## config.mk

```make
export PLATFORM = sky130hd
export DESIGN_NAME = truth_table_capture
export DESIGN_NICKNAME = d
export VERILOG_FILES = /design/src/rtl/truth_table_capture_pkg.sv /design/src/rtl/ttc_settle_timer.sv /design/src/rtl/truth_table_capture.sv
export SDC_FILE = /design/constraint.sdc
export NUM_CORES = 1
export LEC_CHECK = 0
export CAP_MARGIN = 5
export CORE_MARGIN = 2
export CORE_UTILIZATION = 35
export DETAILED_ROUTE_END_ITERATION = 8
export DONT_BUFFER_PORTS = 1
export GPL_TIMING_DRIVEN = 0
export PLACE_DENSITY = 0.52
export RECOVER_POWER = 100
export REMOVE_ABC_BUFFERS = 1
export SETUP_SLACK_MARGIN = 0.02
export SLEW_MARGIN = 20
export SYNTH_ARGS = -nofsm -noshare
export SYNTH_HDL_FRONTEND = slang
export SYNTH_SLANG_ARGS = --single-unit
```

## constraint.sdc

```tcl
create_clock -name clk -period 2.7 [get_ports clk]
set_clock_uncertainty 0.05 [all_clocks]
set_input_delay 0.54 -clock clk [delete_from_list [all_inputs] [get_ports clk]]
set_output_delay 0.54 -clock clk [all_outputs]
set_load 0.01 [all_outputs]
```

## src/rtl/truth_table_capture_pkg.sv

```systemverilog
// Shared definitions for the truth-table capture block: FSM state encoding
// and the table-width helper.
package truth_table_capture_pkg;

    typedef enum logic [1:0] {
        IDLE  = 2'd0,
        RUN   = 2'd1,
        CHECK = 2'd2,
        DONE  = 2'd3
    } state_t;

    function automatic int tbl_w(input int n_in);
        return 1 << n_in;
    endfunction

endpackage

```

## src/rtl/ttc_settle_timer.sv

```systemverilog
// Reloadable 4-bit down-counter; o_tc flags the sample cycle once the
// settle count has run out while enabled.
module ttc_settle_timer (
    input  logic       clk,
    input  logic       rst_n,
    input  logic       i_load,
    input  logic       i_en,
    input  logic [3:0] i_val,
    output logic       o_tc
);

    logic [3:0] r_cnt;

    always_ff @(posedge clk or negedge rst_n) begin
        if (!rst_n) begin
            r_cnt <= 4'd0;
        end else if (i_load) begin
            r_cnt <= i_val;
        end else if (i_en && (r_cnt != 4'd0)) begin
            r_cnt <= r_cnt - 4'd1;
        end
    end

    assign o_tc = i_en && (r_cnt == 4'd0);

endmodule

```

## src/rtl/truth_table_capture.sv

```systemverilog
// Sweeps every N_IN-bit stimulus into a combinational CUT, captures its truth
// table and compares it with a golden table. Optional: TRUTH_TABLE_CAPTURE_FIRST_FAIL_EN.
module truth_table_capture
    import truth_table_capture_pkg::*;
#(
    parameter  int N_IN   = 3,
    parameter  int SETTLE = 2,
    localparam int TBL_W  = tbl_w(N_IN)
) (
    input  logic             clk,
    input  logic             rst_n,
    input  logic             start,
    output logic [N_IN-1:0]  stim,
    input  logic             resp,
    input  logic [TBL_W-1:0] expected,
    output logic             busy,
    output logic             done,
    output logic [TBL_W-1:0] table_q,
    output logic             mismatch,
`ifdef TRUTH_TABLE_CAPTURE_FIRST_FAIL_EN
    output logic [N_IN-1:0]  first_fail,
    output logic             first_fail_vld,
`endif
    output logic [N_IN:0]    err_cnt
);

    state_t           r_state;
    logic [N_IN-1:0]  r_idx;
    logic [TBL_W-1:0] r_table;
    logic [N_IN:0]    r_err_cnt;
    logic             r_busy;
    logic             r_done;
    logic             r_mismatch;
    logic             w_tc;
    logic             w_last;
    logic             w_accept;
    logic             w_load;
    logic             w_bad;
`ifdef TRUTH_TABLE_CAPTURE_FIRST_FAIL_EN
    logic [N_IN-1:0]  r_first_fail;
    logic             r_first_fail_vld;
`endif

    function automatic logic [N_IN:0] sat_inc(input logic [N_IN:0] v);
        return (v == (N_IN+1)'(TBL_W)) ? v : v + {{N_IN{1'b0}}, 1'b1};
    endfunction

    assign w_last   = (r_idx == N_IN'(TBL_W - 1));
    assign w_accept = start && ((r_state == IDLE) || (r_state == DONE));
    assign w_load   = w_accept || ((r_state == RUN) && w_tc && !w_last);
    assign w_bad    = (resp != expected[r_idx]);

    ttc_settle_timer u_timer (
        .clk    (clk),
        .rst_n  (rst_n),
        .i_load (w_load),
        .i_en   (r_state == RUN),
        .i_val  (4'(SETTLE)),
        .o_tc   (w_tc)
    );

    always_ff @(posedge clk or negedge rst_n) begin
        if (!rst_n) begin
            r_state    <= IDLE;
            r_idx      <= '0;
            r_table    <= '0;
            r_err_cnt  <= '0;
            r_busy     <= 1'b0;
            r_done     <= 1'b0;
            r_mismatch <= 1'b0;
`ifdef TRUTH_TABLE_CAPTURE_FIRST_FAIL_EN
            r_first_fail     <= '0;
            r_first_fail_vld <= 1'b0;
`endif
        end else begin
            case (r_state)
                IDLE, DONE: begin
                    if (start) begin
                        r_state    <= RUN;
                        r_idx      <= '0;
                        r_table    <= '0;
                        r_err_cnt  <= '0;
                        r_mismatch <= 1'b0;
                        r_busy     <= 1'b1;
                        r_done     <= 1'b0;
`ifdef TRUTH_TABLE_CAPTURE_FIRST_FAIL_EN
                        r_first_fail     <= '0;
                        r_first_fail_vld <= 1'b0;
`endif
                    end
                end
                RUN: begin
                    if (w_tc) begin
                        r_table[r_idx] <= resp;
                        if (w_bad) begin
                            r_err_cnt <= sat_inc(r_err_cnt);
`ifdef TRUTH_TABLE_CAPTURE_FIRST_FAIL_EN
                            if (!r_first_fail_vld) begin
                                r_first_fail     <= r_idx;
                                r_first_fail_vld <= 1'b1;
                            end
`endif
                        end
                        if (w_last) begin
                            r_state <= CHECK;
                        end else begin
                            r_idx <= r_idx + {{(N_IN-1){1'b0}}, 1'b1};
                        end
                    end
                end
                CHECK: begin
                    r_mismatch <= (r_err_cnt != '0);
                    r_state    <= DONE;
                    r_busy     <= 1'b0;
                    r_done     <= 1'b1;
                end
                default: r_state <= IDLE;
            endcase
        end
    end

    assign stim     = r_idx;
    assign table_q  = r_table;
    assign err_cnt  = r_err_cnt;
    assign busy     = r_busy;
    assign done     = r_done;
    assign mismatch = r_mismatch;
`ifdef TRUTH_TABLE_CAPTURE_FIRST_FAIL_EN
    assign first_fail     = r_first_fail;
    assign first_fail_vld = r_first_fail_vld;
`endif

endmodule
```

==> flow_metrics.tcl <==
set metrics [dict create \
    status "completed" \
    path_max_fanout 10 \
    yosys.area_share.simple 0.1609 \
    swShare 0.4230 \
    reg2reg_slack_ns 0.36 \
    p_comb_frac 0.450 \
    hold_path_depth 1 \
    dp_cells 187 \
    drv_cap 0 \
    setup_viol 0 \
    grt_remaining_overflow 0 \
    clock_latency_ns 0.27 \
    yosysWarnings 0 \
    muxShareOfSynthArea 0.1667 \
    tritoncts.num_buffers 3 \
    endpoint_kind "register" \
    gp_congestion 0.6838 \
    synth-seq-cells 24 \
    vias 1076 \
    cts_buffer_depth 2 \
    grt_max_degree 25 \
    synth_top_family_by_area "multiplexers" \
    viasPerCell 5.604 \
    globalRouteTotalUtil 0.1313 \
    final_hold_viol_count 0 \
    regArea_sq_um 600.6 \
    grt_pass1_wl_um 5202 \
    seqPwrFrac 0.375 \
    cp.required_ns 2.86 \
    arrival_ns 2.50 \
    period_minus_slack_ns 2.342 \
    detail-route-antenna-nets 0 \
    die_h_um 70.15 \
    antennaDiodeCount 0 \
    drc 0 \
    p_int_mw 0.8129 \
    peakVddDrop_mv 0.3107 \
    fin_cells 192 \
    dieArea_sq_um 4921 \
    ioPinCount 30 \
    p_leak_nw 0.7076 \
    rsz0062_at_grt "no" \
    setup-tns-final_ns 0 \
    worstSetupPathType "register to register" \
    final_nets 161 \
    core_sq_um 4294 \
    tightest_slew_ns 1.355 \
    synthXorXnorAreaFrac 0 \
    grt_util_met1 0.1627 \
    drive_above_1_share 0.1357 \
    power_per_cell_area_nw_per_um2 889.4 \
    cts.sinks 24 \
    drtPass1Iterations 4 \
    synthAdderAreaFrac 0.06536 \
    maxSlewViolCount 0 \
    ys.flop_type "dfrtp_1" \
    p_clk_frac 0.175 \
    dp_hpwl_um 2214 \
    rows 24 \
    grt_antenna_before_repair 0 \
    synth_cell_type_count 42 \
    area_growth_pct 3.431 \
    drt_iter0_drc 33 \
    synth_edf_count 0 \
    max_clock_freq_mhz 427.1 \
    cts_tree "built" \
    min_from "start" \
    slew_headroom 0.09685 \
    yosysSeqAreaShare 0.3922 \
    grtUsageMet3 0.02886 \
    synth-async-reset-ratio 1.000 \
    wl_per_cell_um 16.15 \
    n_fill_cell 431 \
    syn_avg_cell_area_sq_um 10.56 \
    path_clk_slew_ns 0.08 \
    holdPathEnd "u_timer.r_cnt[2]" \
    grt_pass1_vias 1094 \
    rr_worst_depth 6 \
    worst_hold_path_type "input pin to register" \
    htreeDepth 1 \
    initial_core_util 0.3566 \
    synth-compound-area-share 0.1462 \
    fin_crit_sh 0.8673 \
    port_buffers 0 \
    switchingPower_mw 0.5959 \
    die_x_um 70.15 \
    grt-busiest-layer "met2" \
    netlist_instances 145 \
    worstReg2RegStart "r_state[0]" \
    multi_input_area_sq_um 822.0 \
    fin_hold_ws_ns 0.2953 \
    p_total_mw 1.409 \
    cts-root-buf "clkbuf_8" \
    grt_util_met2 0.2148 \
    start_kind "register" \
    syn-cell-area_sq_um 1531 \
    r2r_end "stim[0]" \
    routed_wl_um 3101 \
]
[cell usage after synthesis, types with 2 or more instances]
cell type   n  area share
dfrtp_1    24        0.39
nand2_1    19       0.047
mux2i_1    16        0.10
inv_1      10       0.025
ha_1        8       0.065
a21oi_1     7       0.023
a2111oi_0   5       0.029
clkbuf_1    5       0.012
o21ai_0     5       0.016
nand2b_1    3       0.012
nand3_1     3      0.0098
a22o_1      2       0.011
buf_2       2      0.0065
clkbuf_8    2       0.018
mux2_2      2       0.015
mux2i_2     2       0.018
mux4_2      2       0.029
nand4b_1    2       0.011
nor2_1      2      0.0049
nor4b_2     2       0.020
[logic make-up (layout without fill, tap and decap cells)]
| kind of cell | Yosys count | after routing |
|---|---|---|
| AOI/OAI and AO/OA | 29 | 29 |
| adders and majority gates | 8 | 8 |
| buffers and inverters | 20 | 15 |
| DFF | 24 | 24 |
| muxes | 22 | 22 |
| and+or+nand+nor | 42 | 42 |
[power by group through the flow]
stage                     registers, mW  clock network, mW  logic (mW)
after floorplan                   0.515                  0       0.511
after global placement            0.531                  0       0.610
after detailed placement          0.538                  0       0.637
after CTS                         0.530              0.261       0.647
after global routing              0.540              0.271       0.708
final                             0.529              0.246       0.634
[metal layers]
layer  up-vias  part of all wire
met2        13              0.48
li1        517                 -
met4         0             0.018
met5         -                 0
met3         5             0.033
met1       541              0.47
[through the flow]
stage                       util  setup slack (ns)  instance area, sq um
after floorplan                -            0.6362                  1464
after global placement    0.3561            0.3634                  1529
after detailed placement  0.3561            0.2347                  1529
after CTS                 0.3735            0.2136                  1604
after global routing      0.3689            0.1638                  1584
final                     0.3689            0.3584                  1584
[final cells by class]
cell class | count | area share
multi-input combinational | 101 | 0.5190
inverter | 10 | 0.02370
sequential | 24 | 0.3791
tap | 52 | 0.04107
clock buffer | 4 | 0.03476
timing repair buffer | 1 | 0.002370
[cell usage in the layout (no fill, tap or decap), drive strengths merged, types with 2 or more instances in the layout]
master / synthesis / routed
a22o: 2 / 2
nand2b: 3 / 3
nand2: 19 / 19
mux2i: 18 / 18
or3b: 2 / 2
nor2: 2 / 2
inv: 10 / 10
nand4b: 2 / 2
nor4b: 3 / 3
ha: 8 / 8
a21oi: 7 / 7
nand3: 3 / 3
dfrtp: 24 / 24
a2111oi: 6 / 6
mux2: 2 / 2
clkbuf: 7 / 5
mux4: 2 / 2
o21ai: 5 / 5
[how the worst max path moves through the flow]
stage                from         end  slack (ns)  cells past startpoint
4_1_cts        r_state[1]  err_cnt[1]        0.21                      6
5_1_grt        r_state[0]     stim[0]        0.16                      6
2_1_floorplan  r_state[1]  err_cnt[0]        0.64                      6
3_3_place_gp   r_state[1]  err_cnt[1]        0.36                      6
3_5_place_dp   r_state[1]  err_cnt[1]        0.23                      6
6_report       r_state[0]     stim[0]        0.36                      6
[timing repair]
action,CTS,global route
endpoints found under the hold margin,24,0
endpoints found under the setup margin,0,2
buffers inserted,0,0
hold buffers,1,0
resized for setup,0,1
[state kept, by name, summed over array words and instances, names as in the netlist]
name and flops:
u_timer.r_cnt 4, mismatch 1, table_q 8, busy 1
r_state 2, stim 3, done 1, err_cnt 4
[critical path, stage by stage (launching register included)]
cell and delay [ns]:
dfrtp_1 0.40, inv_1 0.06, ha_1 0.48, mux2i_2 0.56, a21oi_1 0.20, a21boi_0 0.33
mux2_2 0.21
(Power assumes the default switching activity.)
